===== config.mk =====
export PLATFORM = sky130hd
export DESIGN_NAME = regfile_mp
export DESIGN_NICKNAME = d
export VERILOG_FILES = /design/src/rtl/regfile_mp.sv
export SDC_FILE = /design/constraint.sdc
export NUM_CORES = 2
export LEC_CHECK = 0
export CORE_UTILIZATION = 38
export DETAILED_ROUTE_END_ITERATION = 7
export PLACE_DENSITY = 0.56
export SLEW_MARGIN = 20
export SYNTH_ARGS = -nofsm -noshare
export SYNTH_HDL_FRONTEND = slang
export SYNTH_SLANG_ARGS = --single-unit

===== constraint.sdc =====
create_clock -name clk -period 43 [get_ports clk]
set_clock_uncertainty 0.2 [all_clocks]
set_input_delay 12.9 -clock clk [delete_from_list [all_inputs] [get_ports clk]]
set_output_delay 12.9 -clock clk [all_outputs]
set_load 0.02 [all_outputs]

===== src/rtl/regfile_mp.sv =====
// regfile_mp: multi-port register file with two prioritised write ports,
// NUM_RD combinational read ports (optional same-cycle write bypass) and a
// per-register busy scoreboard with a registered popcount (busy_count).
// Write port 1 wins over port 0 on an address collision. An issue and a
// write to the same register in one cycle leave the register busy, because
// the issuing instruction is a newer producer.
module regfile_mp #(
  parameter int DATA_W   = 32,
  parameter int ADDR_W   = 5,
  parameter int NUM_RD   = 2,
  parameter int BYPASS   = 1,
  parameter int ZERO_REG = 1
) (
  input  logic                       clk,
  input  logic                       rst,
  input  logic [NUM_RD*ADDR_W-1:0]   rd_addr,
  output logic [NUM_RD*DATA_W-1:0]   rd_data,
  output logic [NUM_RD-1:0]          rd_busy,
  input  logic                       we0,
  input  logic                       we1,
  input  logic [ADDR_W-1:0]          wa0,
  input  logic [ADDR_W-1:0]          wa1,
  input  logic [DATA_W-1:0]          wd0,
  input  logic [DATA_W-1:0]          wd1,
  input  logic                       iss_valid,
  input  logic [ADDR_W-1:0]          iss_addr,
  output logic [ADDR_W:0]            busy_count,
  input  logic [ADDR_W-1:0]          dbg_addr,
  output logic [DATA_W-1:0]          dbg_data
);

  localparam int DEPTH = 1 << ADDR_W;
  localparam int CW    = ADDR_W + 1;
  localparam bit ZR    = (ZERO_REG != 0);
  localparam bit BP    = (BYPASS != 0);

  logic [DATA_W-1:0] mem [DEPTH];
  logic [DEPTH-1:0]  busy;
  logic [DEPTH-1:0]  busy_nxt;
  logic [ADDR_W:0]   count_q;

  // Effective write/issue strobes; everything is masked while rst is high so
  // that bypass is suppressed and nothing lands during reset.
  logic eff0, eff1, iss_eff, same_wa;
  assign eff0    = we0 && !rst && !(ZR && wa0 == '0);
  assign eff1    = we1 && !rst && !(ZR && wa1 == '0);
  assign iss_eff = iss_valid && !rst && !(ZR && iss_addr == '0);
  assign same_wa = eff0 && eff1 && (wa0 == wa1);

  // Incremental busy_count deltas. A clear only counts when the bit was set
  // and is not being re-set by a same-cycle issue; a doubled write to one
  // address counts once.
  logic inc, dec0, dec1;
  assign inc  = iss_eff && !busy[iss_addr];
  assign dec0 = eff0 && busy[wa0] && !(iss_eff && iss_addr == wa0);
  assign dec1 = eff1 && busy[wa1] && !(iss_eff && iss_addr == wa1) && !same_wa;

  // Register array: port 0 is skipped when port 1 hits the same address.
  always_ff @(posedge clk or posedge rst) begin
    if (rst) begin
      for (int i = 0; i < DEPTH; i++) mem[i] <= '0;
    end else begin
      if (eff0 && !same_wa) mem[wa0] <= wd0;
      if (eff1)             mem[wa1] <= wd1;
    end
  end

  // Next scoreboard: write clears first, then issue sets (issue wins).
  always_comb begin
    busy_nxt = busy;
    if (eff0)    busy_nxt[wa0]      = 1'b0;
    if (eff1)    busy_nxt[wa1]      = 1'b0;
    if (iss_eff) busy_nxt[iss_addr] = 1'b1;
  end

  // Scoreboard bits and their running popcount.
  always_ff @(posedge clk or posedge rst) begin
    if (rst) begin
      busy    <= '0;
      count_q <= '0;
    end else begin
      busy    <= busy_nxt;
      count_q <= count_q + CW'(inc) - CW'(dec0) - CW'(dec1);
    end
  end

  assign busy_count = count_q;
  assign dbg_data   = (ZR && dbg_addr == '0) ? '0 : mem[dbg_addr];

  // Read ports: zero register, then bypass from port 1, then port 0, then
  // stored data. A bypassed register reports not-busy since its producer
  // is writing back right now.
  for (genvar k = 0; k < NUM_RD; k++) begin : g_rd
    logic [ADDR_W-1:0] a;
    logic              hit0, hit1, is_zero;
    assign a       = rd_addr[k*ADDR_W +: ADDR_W];
    assign is_zero = ZR && (a == '0);
    assign hit1    = BP && eff1 && (wa1 == a);
    assign hit0    = BP && eff0 && (wa0 == a);
    assign rd_data[k*DATA_W +: DATA_W] = is_zero ? '0 :
                                         hit1    ? wd1 :
                                         hit0    ? wd0 : mem[a];
    assign rd_busy[k] = busy[a] && !hit0 && !hit1 && !is_zero;
  end

endmodule


==> summary.md <==
| Metric | Value |
|---|---|
| Most frequent standard cell in the layout excluding fill and tap cells | sky130_fd_sc_hd__mux2i_1 |
| Last element of the critical path | rd_data[29] |
| Post-layout nets | 6,951 |
| Residual overflow from global routing | 0 |
| Worst vdd rail ir drop | 36.0 uV |
| Top area cells in the synthesized netlist | sky130_fd_sc_hd__dfrtp_1 35%, sky130_fd_sc_hd__mux4_2 22%, sky130_fd_sc_hd__mux2i_1 16%, sky130_fd_sc_hd__nand2_1 3.9%, sky130_fd_sc_hd__a21oi_1 3.1% |
| GRT Total Usage | 0.347 |
| Floorplan die width | 452 microns |
| Most frequent cells in the layout | 1,248 x sky130_fd_sc_hd__mux2i_1, 1,062 x sky130_fd_sc_hd__dfrtp_1, 795 x sky130_fd_sc_hd__nand2_1 |
| Mapped cell area | 76,900 sq um |
| Detailed-route vias per instance | 6.77 |
| Post-synthesis async set-or-reset flop share | 1.00 |
| Max incr delay on CP | 850 ps |
| Maximum net fanout on the critical path | 56 |
| PwrDens | 44.0 nW/um^2 |
| Die area | 204,000 sq um |
| H-tree depth | 3 |
| DP Cell Count | 9,374 |
| Average cell area after synthesis | 10.7 sq um |
| Met3 wire length | 47,600 microns |
| Mux share of post-synthesis cell area | 0.396 |
| Wire length of the first global-routing pass | 502,000 microns |
| Total core area | 200,000 sq um |
| Gp weighted congestion | 0.968 |
| Worst rel slew slack | 0.138 |
| Vert. Die Dim | 452 microns |
| Part of the cycle the worst path needs | 0.722 |
| RR Startpoint | busy[20] |
| Final standard cell count with taps included and fillers excluded | 9,620 |
| CP Data Arrival Time | 17,960 ps |
| Type of the most critical hold path | reg -> reg |
| Placement row count | 164 |
| Antenna-violating nets left | 0 |
| Number of register bits inferred by synthesis | 1,062 |
| Final routed wire length divided by cell count | 37.5 microns |
| Count of pins on the block boundary | 203 |
| DRC errors left | 0 |
| Number of sinks on the clock net | 1,062 |
| Count of final max-slew check failures | 0 |
| Clock insertion delay at the later pin of the skew report | 770 ps |
| Critical path startpoint category | input port |
| Unrepaired setup endpoints after global routing | false |
| CTS tree | yes |
| Status | complete, no violations |
| FMAX | 32.2 MHz |
| Largest area contributor in the synthesized netlist | sky130_fd_sc_hd__dfrtp_1 |
| Required time of the worst setup path | 29,900 ps |
| Min cycle time layout | 31,060 ps |
| Initial drt markers | 9,279 |
| HPWL reported at the end of detailed placement | 215,000 microns |
| Largest delay contributor family on the critical path | buffers and inverters |
| Count of cell types in the netlist | 63 |
| Critical path capture point type | output port |
| Max-Cap Viols | 0 |
| Post-synthesis instance total | 7,201 |
| EDFF count, synth | 0 |
| Pin slew with the least headroom to its limit | 1290 ps |
| Buffer count from post-CTS setup fixing | 0 |
| Port Buf Inserts | 202 |
| Most prevalent standard cell on the critical path | sky130_fd_sc_hd__buf_4 |
| Post-cts sizing count | 0 |
| Compound-gate portion of the synthesized area | 0.109 |
| Number of hold-slack violations in the final timing report | 0 |
| Final cell utilization of the core | 0.422 |
| Layout area overhead | 10.1% |
| Initial antenna violation count | 24 |
| Highest metal layer with signal wires | met5 |
| Via count of the routed design | 65,200 |
| Routed wire length on met2 | 154,000 microns |
| R2r worst-path depth | 12 |
| Setup slack of the worst register-to-register path | 39,210 ps |
| End of the worst register-to-register path | busy_count[5] |
| Number of CTS-inserted buffers | 120 |
| Starting density of the core | 0.384 |
| Via count of the first global-routing pass | 62,000 |
| Category of the most critical setup path | in -> out |
| Synth Area in Simple Gates | 0.0857 |
| TNS Setup | 0 ps |
| Worst-path clk slew | 60 ps |
| Share of final-layout standard cells stronger than drive strength 1 | 0.201 |
| Worst path cell trace | buf_8 > buf_4 > buf_4 > buf_4 > mux4_2 > a22oi_1 > nand3_1 > a21oi_1 > o21ai_0 > clkdlybuf4s50_1 |
| Startpoint of the worst setup timing path | rd_addr[0] |
| Max stage delay cell, worst path | sky130_fd_sc_hd__buf_4 |
| Share of the synthesized area in the top cell type | 0.346 |
| Combinational family with the most area after synthesis | multiplexers |
| Detailed-routing iteration count for the pre-antenna-repair pass | 6 |
| Warnings, synthesis | 0 |
| Post-CTS Hold Buffers | 0 |
| Hold path startpoint | mem[994] |
| Xor/xnor cell area share of the yosys netlist | 0.00444 |
| Buffer and inverter count on the worst path | 5 |
| Stages on worst setup path | 10 |
| Root buffer cell | sky130_fd_sc_hd__clkbuf_16 |
| Leakage power | 32.9 nW |
| Number of nets produced by synthesis | 7,308 |
| Adder-cell area share of the yosys netlist | 0.00150 |
| Sequential-to-total area share from yosys stat | 0.346 |
| Number of inserted filler cells in the final layout | 18,600 |
| Largest net degree at the start of global routing | 157 |
| Buffer levels on the longest clock path | 3 |
| Total detailed-routing wirelength | 360,000 microns |
| Number of setup violations in the final report | 0 |
| M1 wire length | 127,000 microns |
| Most used flip-flop cell after synthesis | sky130_fd_sc_hd__dfrtp_1 |
## worst register-to-register path: stages (launching register included)
cell	delay [ps]
sky130_fd_sc_hd__dfrtp_1	440
sky130_fd_sc_hd__mux4_2	500
sky130_fd_sc_hd__a22oi_1	310
sky130_fd_sc_hd__nand4_1	140
sky130_fd_sc_hd__and3_1	220
sky130_fd_sc_hd__fa_1	490
sky130_fd_sc_hd__inv_1	40
sky130_fd_sc_hd__ha_1	190
sky130_fd_sc_hd__ha_1	240
sky130_fd_sc_hd__fa_1	440
sky130_fd_sc_hd__a21o_1	170
sky130_fd_sc_hd__a21oi_1	170
sky130_fd_sc_hd__xnor2_1	150
## registers in the layout (all words and copies together), names as in the netlist
signal,count
busy_count,6
busy,32
mem,1024
## stage by stage
stage	setup slack, ps	power (mW)	hold slack [ps]	area, sq um
after floorplan	11840	2.18	258	76900
after global placement	11940	2.53	195	80200
after detailed placement	11900	2.56	203	80300
after CTS	11900	3.69	217	84500
after global routing	11610	3.85	229	84600
final	11940	3.72	215	84700
## cell families after synthesis
| family | Yosys count |
|---|---|
| mux | 2076 |
| simple gates | 1526 |
| compound gates | 1514 |
| flops | 1062 |
| buf+inv | 976 |
| xor+xnor | 39 |
| fa+ha+maj | 8 |
## synthesized netlist by cell type (all sizes together), types with 47 or more instances
master / n
a21oi: 474
a22oi: 127
buf: 331
clkbuf: 598
dfrtp: 1062
inv: 47
mux2: 64
mux2i: 1248
mux4: 764
nand2: 808
nand3: 66
nor2: 498
o21ai: 731
o22ai: 50
## per-layer routing
metal | vias up | GRT usage
met5 | - | 0
li1 | 26000 | -
met3 | 1381 | 0.114
met1 | 32700 | 0.429
met2 | 5064 | 0.503
met4 | 8 | 0.259
## power by group
part / switching, mW / total [mW] / internal, mW
clock: 0.473 / 1.14 / 0.666
sequential: 0.254 / 1.48 / 1.23
combinational: 0.535 / 1.10 / 0.565
## worst min path at each step
stage	cells past startpoint	slack (ps)	to
floorplan	1	260	mem[1000]
global placement	0	190	mem[1004]
detailed placement	0	200	mem[994]
CTS	0	220	mem[994]
global route	0	230	mem[1004]
finish	0	210	mem[994]
## area by class of cell
class	instances	area [sq um]	area share
well taps	2656	3320	0.0392
inverters	47	180	0.00213
clock buffers	177	3600	0.0425
flip-flops and latches	1062	26600	0.314
clock inverters	47	642	0.00758
diodes	18	45.0	0.000532
repair buffers	450	4080	0.0482
multi-input cells	5163	46200	0.546
Note: power is estimated with default switching activity, not from simulation.
